<file path="config.mk">
export PLATFORM = sky130hd
export DESIGN_NAME = fp_subtractor
export DESIGN_NICKNAME = d
export VERILOG_FILES = /design/src/rtl/fp_subtractor.sv
export SDC_FILE = /design/constraint.sdc
export NUM_CORES = 1
export LEC_CHECK = 0
export ABC_AREA = 0
export BUFFER_PORTS_ARGS = -buffer_cell sky130_fd_sc_hd__buf_4
export CORE_MARGIN = 2
export CORE_UTILIZATION = 68
export CTS_BUF_LIST = sky130_fd_sc_hd__clkbuf_4 sky130_fd_sc_hd__clkbuf_8
export DETAILED_ROUTE_END_ITERATION = 12
export PLACE_DENSITY = 0.89
export SLEW_MARGIN = 20
export SYNTH_ARGS = -nofsm -noshare
export SYNTH_HDL_FRONTEND = slang
export SYNTH_SLANG_ARGS = --single-unit
</file>
<file path="constraint.sdc">
create_clock -name clk -period 10.04 [get_ports clk]
set_clock_uncertainty 0.05 [all_clocks]
set_input_delay 0.502 -clock clk [delete_from_list [all_inputs] [get_ports clk]]
set_output_delay 0.502 -clock clk [all_outputs]
set_load 0.1 [all_outputs]
</file>
<file path="src/rtl/fp_subtractor.sv">
// Multi-cycle IEEE-754 single-precision subtractor (Difference = operand_1 - operand_2).
// Truncating datapath, denormals flushed to zero, one-bit-per-cycle normaliser.
module fp_subtractor #(
    parameter int EXP_W = 8,
    parameter int MAN_W = 23
) (
    input  logic                     clk,
    input  logic                     rst_n,
    input  logic                     start,
    input  logic [EXP_W+MAN_W:0]     operand_1,
    input  logic [EXP_W+MAN_W:0]     operand_2,
    output logic                     busy,
    output logic                     done,
    output logic [EXP_W+MAN_W:0]     Difference,
    output logic                     overflow,
    output logic                     underflow
);
    localparam int W  = 1 + EXP_W + MAN_W;
    localparam int MW = MAN_W + 1;

    localparam logic [EXP_W-1:0] EXP_MAX  = '1;
    localparam logic [EXP_W-1:0] EXP_ONE  = EXP_W'(1);
    localparam logic [EXP_W-1:0] EXP_TOP  = EXP_MAX - EXP_ONE;
    localparam logic [EXP_W-1:0] MW_E     = EXP_W'(MW);
    localparam logic [W-1:0]     QNAN     = {1'b0, EXP_MAX, 1'b1, {(MAN_W-1){1'b0}}};

    localparam logic [2:0] S_IDLE  = 3'd0;
    localparam logic [2:0] S_ALIGN = 3'd1;
    localparam logic [2:0] S_SUB   = 3'd2;
    localparam logic [2:0] S_NORM  = 3'd3;
    localparam logic [2:0] S_DONE  = 3'd4;

    logic [2:0]       state_q, state_d;
    logic [W-1:0]     diff_q, diff_d;
    logic             ovf_q, ovf_d;
    logic             unf_q, unf_d;
    logic [W-1:0]     op_a_q, op_a_d;
    logic [W-1:0]     op_b_q, op_b_d;
    logic             sign_q, sign_d;
    logic [EXP_W-1:0] exp_q, exp_d;
    logic [MW:0]      mant_q, mant_d;
    logic [MW-1:0]    small_q, small_d;
    logic             eff_sub_q, eff_sub_d;

    // Alignment: operands unpacked, zero/denormal flushed, larger magnitude first
    logic [EXP_W-1:0] ea, eb, big_e, sm_e, shamt;
    logic [MW-1:0]    ma, mb, big_m, sm_m, sm_shift;
    logic             sa, sb, big_s, a_ge_b;
    logic [MW:0]      sum_add, sum_sub, sum_res;

    always_comb begin
        ea       = op_a_q[W-2 -: EXP_W];
        eb       = op_b_q[W-2 -: EXP_W];
        ma       = (ea == '0) ? '0 : {1'b1, op_a_q[MAN_W-1:0]};
        mb       = (eb == '0) ? '0 : {1'b1, op_b_q[MAN_W-1:0]};
        sa       = op_a_q[W-1];
        sb       = ~op_b_q[W-1];
        a_ge_b   = (ea > eb) || ((ea == eb) && (ma >= mb));
        big_e    = a_ge_b ? ea : eb;
        big_m    = a_ge_b ? ma : mb;
        big_s    = a_ge_b ? sa : sb;
        sm_e     = a_ge_b ? eb : ea;
        sm_m     = a_ge_b ? mb : ma;
        shamt    = big_e - sm_e;
        sm_shift = (shamt >= MW_E) ? '0 : (sm_m >> shamt);
        sum_add  = mant_q + {1'b0, small_q};
        sum_sub  = mant_q - {1'b0, small_q};
        sum_res  = eff_sub_q ? sum_sub : sum_add;
    end

    always_comb begin
        state_d   = state_q;
        diff_d    = diff_q;
        ovf_d     = ovf_q;
        unf_d     = unf_q;
        op_a_d    = op_a_q;
        op_b_d    = op_b_q;
        sign_d    = sign_q;
        exp_d     = exp_q;
        mant_d    = mant_q;
        small_d   = small_q;
        eff_sub_d = eff_sub_q;
        case (state_q)
            S_IDLE: begin
                if (start) begin
                    op_a_d  = operand_1;
                    op_b_d  = operand_2;
                    state_d = S_ALIGN;
                end
            end
            S_ALIGN: begin
                if ((ea == EXP_MAX) || (eb == EXP_MAX)) begin
                    diff_d  = QNAN;
                    ovf_d   = 1'b0;
                    unf_d   = 1'b0;
                    state_d = S_DONE;
                end else begin
                    sign_d    = big_s;
                    exp_d     = big_e;
                    mant_d    = {1'b0, big_m};
                    small_d   = sm_shift;
                    eff_sub_d = (sa != sb);
                    state_d   = S_SUB;
                end
            end
            S_SUB: begin
                if (!eff_sub_q && sum_add[MW]) begin
                    if (exp_q == EXP_TOP) begin
                        diff_d  = {sign_q, EXP_MAX, {MAN_W{1'b0}}};
                        ovf_d   = 1'b1;
                        unf_d   = 1'b0;
                        state_d = S_DONE;
                    end else begin
                        mant_d  = sum_add >> 1;
                        exp_d   = exp_q + EXP_ONE;
                        state_d = S_NORM;
                    end
                end else if (sum_res == '0) begin
                    // Exact cancellation always yields +0, whatever the operand signs
                    diff_d  = '0;
                    ovf_d   = 1'b0;
                    unf_d   = 1'b0;
                    state_d = S_DONE;
                end else begin
                    mant_d  = sum_res;
                    state_d = S_NORM;
                end
            end
            S_NORM: begin
                if (mant_q[MAN_W]) begin
                    diff_d  = {sign_q, exp_q, mant_q[MAN_W-1:0]};
                    ovf_d   = 1'b0;
                    unf_d   = 1'b0;
                    state_d = S_DONE;
                end else if (exp_q <= EXP_ONE) begin
                    diff_d  = {sign_q, {(W-1){1'b0}}};
                    ovf_d   = 1'b0;
                    unf_d   = 1'b1;
                    state_d = S_DONE;
                end else begin
                    mant_d = mant_q << 1;
                    exp_d  = exp_q - EXP_ONE;
                end
            end
            S_DONE:  state_d = S_IDLE;
            default: state_d = S_IDLE;
        endcase
    end

    always_ff @(posedge clk or negedge rst_n) begin
        if (!rst_n) begin
            state_q <= S_IDLE;
            diff_q  <= '0;
            ovf_q   <= 1'b0;
            unf_q   <= 1'b0;
        end else begin
            state_q <= state_d;
            diff_q  <= diff_d;
            ovf_q   <= ovf_d;
            unf_q   <= unf_d;
        end
    end

    always_ff @(posedge clk) begin
        op_a_q    <= op_a_d;
        op_b_q    <= op_b_d;
        sign_q    <= sign_d;
        exp_q     <= exp_d;
        mant_q    <= mant_d;
        small_q   <= small_d;
        eff_sub_q <= eff_sub_d;
    end

    assign busy       = (state_q != S_IDLE);
    assign done       = (state_q == S_DONE);
    assign Difference = diff_q;
    assign overflow   = ovf_q;
    assign underflow  = unf_q;
endmodule

</file>
# [Word-level counts from Yosys, hierarchy flattened]
# Index checks and enable logic that the tools add are counted.
[totals] register_bits=160 inputBits=67 output_inout_bits=36 word_cells=111
[classes] n_addsub=5 n_lt_le_gt_ge=4 eq_ne=21 shifts=1 n_mux=48 bitwise_logic=2 reduce_logical=18
[ops] op="2-to-1 mux 32 bit" n=6
[ops] op="2-to-1 mux 25 bit" n=7
[ops] op="2-to-1 mux 24 bit" n=4
[ops] op="case mux 32 bit (3 select lines)" n=1
[ops] op="case mux 25 bit (3 select lines)" n=1
[ops] op="2-to-1 mux 8 bit" n=7
[ops] op="adder 25 x 24 -> 25 bit" n=1
[ops] op="logical NOT 25 bit" n=1
[ops] op="subtractor 25 x 24 -> 25 bit" n=1
[ops] op="== test 8 bit (second input constant)" n=3
[ops] op=">= comparator 24 bit" n=1
[ops] op="case mux 8 bit (3 select lines)" n=1
[ops] op=">> shifter 24 x 8 -> 24 bit" n=1
[ops] op="2-to-1 mux 3 bit" n=7
[ops] op="logical NOT 8 bit" n=2
[ops] op="inequality test 3 bit (second input constant)" n=5
[ops] op="inequality test 2 bit (second input constant)" n=7
[ops] op="case mux 3 bit (4 select lines)" n=1
[ops] op="AND reduction 6 bit" n=2
[ops] op="2-to-1 mux 1 bit" n=11
[ops] op="adder 8 x 1 -> 8 bit (second input constant)" n=1
[ops] op="== test 8 bit" n=1
[ops] op=">= comparator 8 x 5 -> 1 bit (second input constant)" n=1
[ops] op="greater-than comparator 8 bit" n=1
[ops] op="other kinds (17)" n=25

# [Longest topological paths before layout]
[logic_depth] depth_word=8 mapped_depth=28 ltp_nobuf=22

# [Worst setup path after synthesis]
# Ideal clock, no wire load.
[synth_timing] path_type="flip-flop to flip-flop" startpoint="reg op_a_q[27]" endpoint="reg small_q[1] (data pin)" setup_ns=0.263 arrival_ns=5.979 required_time_ns=9.727 setup_slack_ns=3.748 path_stages_with_launch=24 n_path_buf=6 period_less_slack_ns=6.292 cell_sequence="edfxtp_1 -> nor4_1 -> nand2_1 -> clkbuf_1 -> nand2_1 -> inv_1 -> ha_1 -> nand4_1 -> nor3_1 -> nand2b_1 -> o2111a_1 -> nor2_1 -> buf_1 -> buf_1 -> clkbuf_1 -> clkbuf_1 -> a22oi_1 -> ha_1 -> a221oi_1 -> xor2_1 -> clkbuf_1 -> mux2_2 -> a22oi_1 -> a21oi_1"
[synth_between] elab_chain_len=8 word_cells_on_any_way=13 cone_classes="add/sub: 1; order compare: 3; eq/ne: 1; shift: 1; mux: 4; reduce/logical: 3"
[synth_lines] element="start, declared" line_no="37" rtl="logic [W-1:0] op_a_q, op_a_d;"
[synth_lines] element="start signal, assigned" line_no="165" rtl="op_a_q <= op_a_d;"
[synth_lines] element="logical NOT 8 bit" line_no="54" rtl="ma = (ea == '0) ? '0 : {1'b1, op_a_q[MAN_W-1:0]};"
[synth_lines] element="2-to-1 mux 24 bit" line_no="54"
[synth_lines] element=">= comparator 24 bit" line_no="58" rtl="a_ge_b = (ea > eb) || ((ea == eb) && (ma >= mb));"
[synth_lines] element="logical AND 1 bit" line_no="58"
[synth_lines] element="logical OR 1 bit" line_no="58"
[synth_lines] element="2-to-1 mux 8 bit (on tied branches)" line_no="59, 62"
[synth_lines] element="subtractor 8 bit" line_no="64" rtl="shamt = big_e - sm_e;"
[synth_lines] element=">> shifter 24 x 8 -> 24 bit / >= comparator 8 x 5 -> 1 bit (equally long branches)" line_no="65" rtl="sm_shift = (shamt >= MW_E) ? '0 : (sm_m >> shamt);"
[synth_lines] element="end signal, assigned" line_no="170" rtl="small_q <= small_d;"
[synth_lines] element="end, declared" line_no="42" rtl="logic [MW-1:0] small_q, small_d;"
# Parallel ways exist; a longest one is shown, timed or not.
# A chain may end at the register's enable or synchronous reset.

# [Final worst setup path]
[layout_timing] startpoint="reg op_a_q[23]" endpoint="reg small_q[5] (data pin)"
# The elaborated chain is that of the path after synthesis.

==> out/results.tsv <==
stage	metric	value	unit
run_status	outcome	finished, final reports clean	
worst_setup_path	cpMaxStageDelayCell	xor2_2	
die	die_h	139.7	um
placement	gp_congestion	0.9908	
clock_network	cts.reportedPaths.clkPinSlew	0.10	ns
drt	wl	35520	um
grt	grt_pass1_vias	10860	
worst_setup_path	worstSetupStartpointType	register	
layout	layout-drive-gt1-share	13.93	%
clock_network	clk_path_buf_depth	2	
synth	syn_area_per_cell	9.097	um^2
die	floorplan.core_area	18020	um^2
worst_setup_path	critPathMaxFanout	64	
worst_setup_path	cp.arrival	6.85	ns
placement	dp_hpwl	26210	um
timing	fin_setup_tns	0	ns
synth	yosysTopAreaCell	edfxtp_1	
timing	fin_crit_sh	66.81	%
drt	firstDrtPassIters	6	
job	maxCapViolations	0	
synth	netlist_top_cells_area	edfxtp_1 (30%), ha_1 (8.5%), dfrtp_1 (7.4%), a21oi_1 (5.3%), nand2_1 (4.5%)	
worst_setup_path	worstPathRequired	10.18	ns
layout	antenna_cells	0	
synth	synthCells	1376	
layout	mostFrequentLayoutCells	nand2_1 (149), a21oi_1 (133), edfxtp_1 (123), buf_4 (113), nor2_1 (103)	
layout	layout_commonest_cell	nand2_1	
die	io_pins	103	
die	die_x	139.7	um
timing	worst_slew_pin_slew	1.083	ns
layout	final_nets	1584	
layout	regArea	4619	um^2
timing	rsz0062_at_grt	no	
timing	fmax	0.1491	GHz
clock_network	h-tree-depth	4	
placement	portBuffers	102	
worst_setup_path	crit_top_cell	nand2_1	
timing	final-hold-violation-count	0	
synth	yosysUniqueCellTypes	88	
drt	viasPerCell	6.876	
grt	grt_antenna_before_repair	1	
grt	grt_pass1_wl	56850	um
synth	synthesis.area	12520	um^2
synth	synthFlopType	edfxtp_1	
drt	dr.first_iter.drc_count	1548	
synth	syn-num-nets	1530	
worst_setup_path	path_class	register to register	
drt	route.detailed.drc	0	
grt	grtUsageTotal	36.58	%
worst_setup_path	critPathMaxStageDelay	0.88	ns
clock_network	tritoncts	yes	
worst_setup_path	end_kind	register	
clock_network	cts_setup_buffers	0	
clock_network	numClockSinks	160	
layout	multi_input_area	7258	um^2
clock_network	clock_latency	0.48	ns
timing	drv_slew	0	
clock_network	cts-buffers-inserted	17	
synth	yosys.area.top_type_share	29.51	%
synth	yosys_warnings	0	
clock_network	cts-root-buf	clkbuf_8	
layout	num-fill-cells	1276	
drt	num_vias	11497	
grt	grt_overflow_total	0	
layout	syn_to_final_growth	10.06	%
synth	ys_seq_area_share	36.91	%
timing	finalSetupViolations	0	
timing	fin_crit	6.708	ns
synth	synth-seq-cells	160	
timing	slew-limit-headroom	27.76	%
worst_setup_path	crit_path_cell_trace	nor4_1, nand2_1, nand2_1, inv_1, ha_1, nand4_1, nor3_1, a2111oi_1, o2111a_1, nor2_4, buf_4, a221oi_1, xor2_2, mux2_2, mux2i_1, o32ai_1	
drt	drtAntennaViolNets	0	
die	fp-row-count	49	
synth	synth_edf_count	123	
die	start_util	69.44	%
grt	grt_max_degree	66	
hold_path	hp-class	primary input to register	
drt	routedWlPerCell	21.25	um
synth	async_flop_share	23.13	%
die	die_area	19510	um^2
synthesized netlist by cell type (all sizes together) (6+ instances only):
cell	count
a211oi	22
buf	18
o211ai	11
mux2	11
a211o	11
dfrtp	37
mux4	8
nor3b	9
o21bai	7
inv	86
and3	7
mux2i	40
a31oi	13
nand2b	17
a221o	9
or3	8
xor2	10
or4	7
ha	85
edfxtp	123
nand3	19
xnor2	46
nand2	149
nand3b	6
o31ai	6
a22o	24
nor3	37
nand4	16
o22ai	13
clkbuf	61
a2bb2oi	12
a21oi	134
nor2b	11
o21ai	73
nor2	105
and2	6
nor4	12
o221ai	8
o22a	8
final timing paths:
kind / startpoint / end / slack [ns] / depth (start not counted)
worst max-delay path: op_a_q[23]$_DFFE_PP_ / small_q[5]$_SDFFCE_PP0P_ / 3.33 / 16
worst min-delay path: operand_2[11] / op_b_q[11]$_DFFE_PP_ / 0.14 / 1
worst max register to register: op_a_q[23]$_DFFE_PP_ / small_q[5]$_SDFFCE_PP0P_ / 3.33 / 16
worst min register to register: overflow$_DFFE_PN0P_ / overflow$_DFFE_PN0P_ / 0.45 / 1
max in group asynchronous: rst_n / Difference[24]$_DFFE_PN0P_ / 9.07 / 2
min in group asynchronous: rst_n / Difference[0]$_DFFE_PN0P_ / 0.46 / 2
state kept, by name, summed over array words and instances, names as in the netlist, 3 cells and up:
name        cells
Difference     32
exp_q           8
mant_q         25
op_a_q         32
op_b_q         32
small_q        24
state_q         3
kinds of logic (layout without fill, tap and decap cells):
logic type                 count (synthesis)  in the layout  share of synthesized area, %
and+or+nand+nor                          423            423                         15.97
buffers and inverters                    169            236                         5.518
muxes                                     59             59                         5.628
adders and majority gates                 87             87                         8.816
AOI/OAI and AO/OA                        422            422                         23.24
DFF                                      160            160                         36.91
xor gates and xnor gates                  56             56                         3.918
layer usage:
metal,up-vias,GRT usage [%],wire [um]
li1,5226,-,-
met1,5452,49.65,13930
met2,692,56.45,16250
met3,127,9.291,3862
met4,0,15.16,1488
met5,-,0,0
timing repair:
item	in CTS	in global routing
resized for setup	0	0
hold buffers	1	0
endpoints found under the hold margin	37	0
metrics by stage:
stage | std cells | hold WS [ns] | setup slack, ns | instance area [um^2] | utilization (%)
final | 1672 | 0.1377 | 3.332 | 13780 | 76.43
after global placement | 1639 | 0.4236 | 3.667 | 13340 | 74.03
after global routing | 1672 | 0.1232 | 2.727 | 13780 | 76.43
after CTS | 1672 | 0.1280 | 3.435 | 13760 | 76.36
after floorplan | 1376 | 0.1564 | 3.748 | 12520 | -
after detailed placement | 1639 | 0.4338 | 3.436 | 13340 | 74.03
final cells by class:
type / count / share of cell area, %
Clock buffer: 18 / 1.753
Clock inverter: 14 / 1.226
Inverter: 90 / 2.489
Multi-Input combinational cell: 1047 / 52.69
Sequential cell: 160 / 33.53
Tap cell: 229 / 2.080
Timing Repair Buffer: 114 / 6.231
critical path: cells and delay by family (launching register included):
| family | cells | cell delay, ns |
|---|---|---|
| DFF | 1 | 0.51 |
| AOI/OAI and AO/OA | 4 | 1.96 |
| buffers and inverters | 2 | 0.42 |
| xor gates and xnor gates | 1 | 0.88 |
| adders and majority gates | 1 | 0.33 |
| and+or+nand+nor | 6 | 1.68 |
| muxes | 2 | 0.58 |
Power is left out: the tool's default activity adds up to more than one toggle a clock period on the data nets, which glitch-free logic cannot reach.
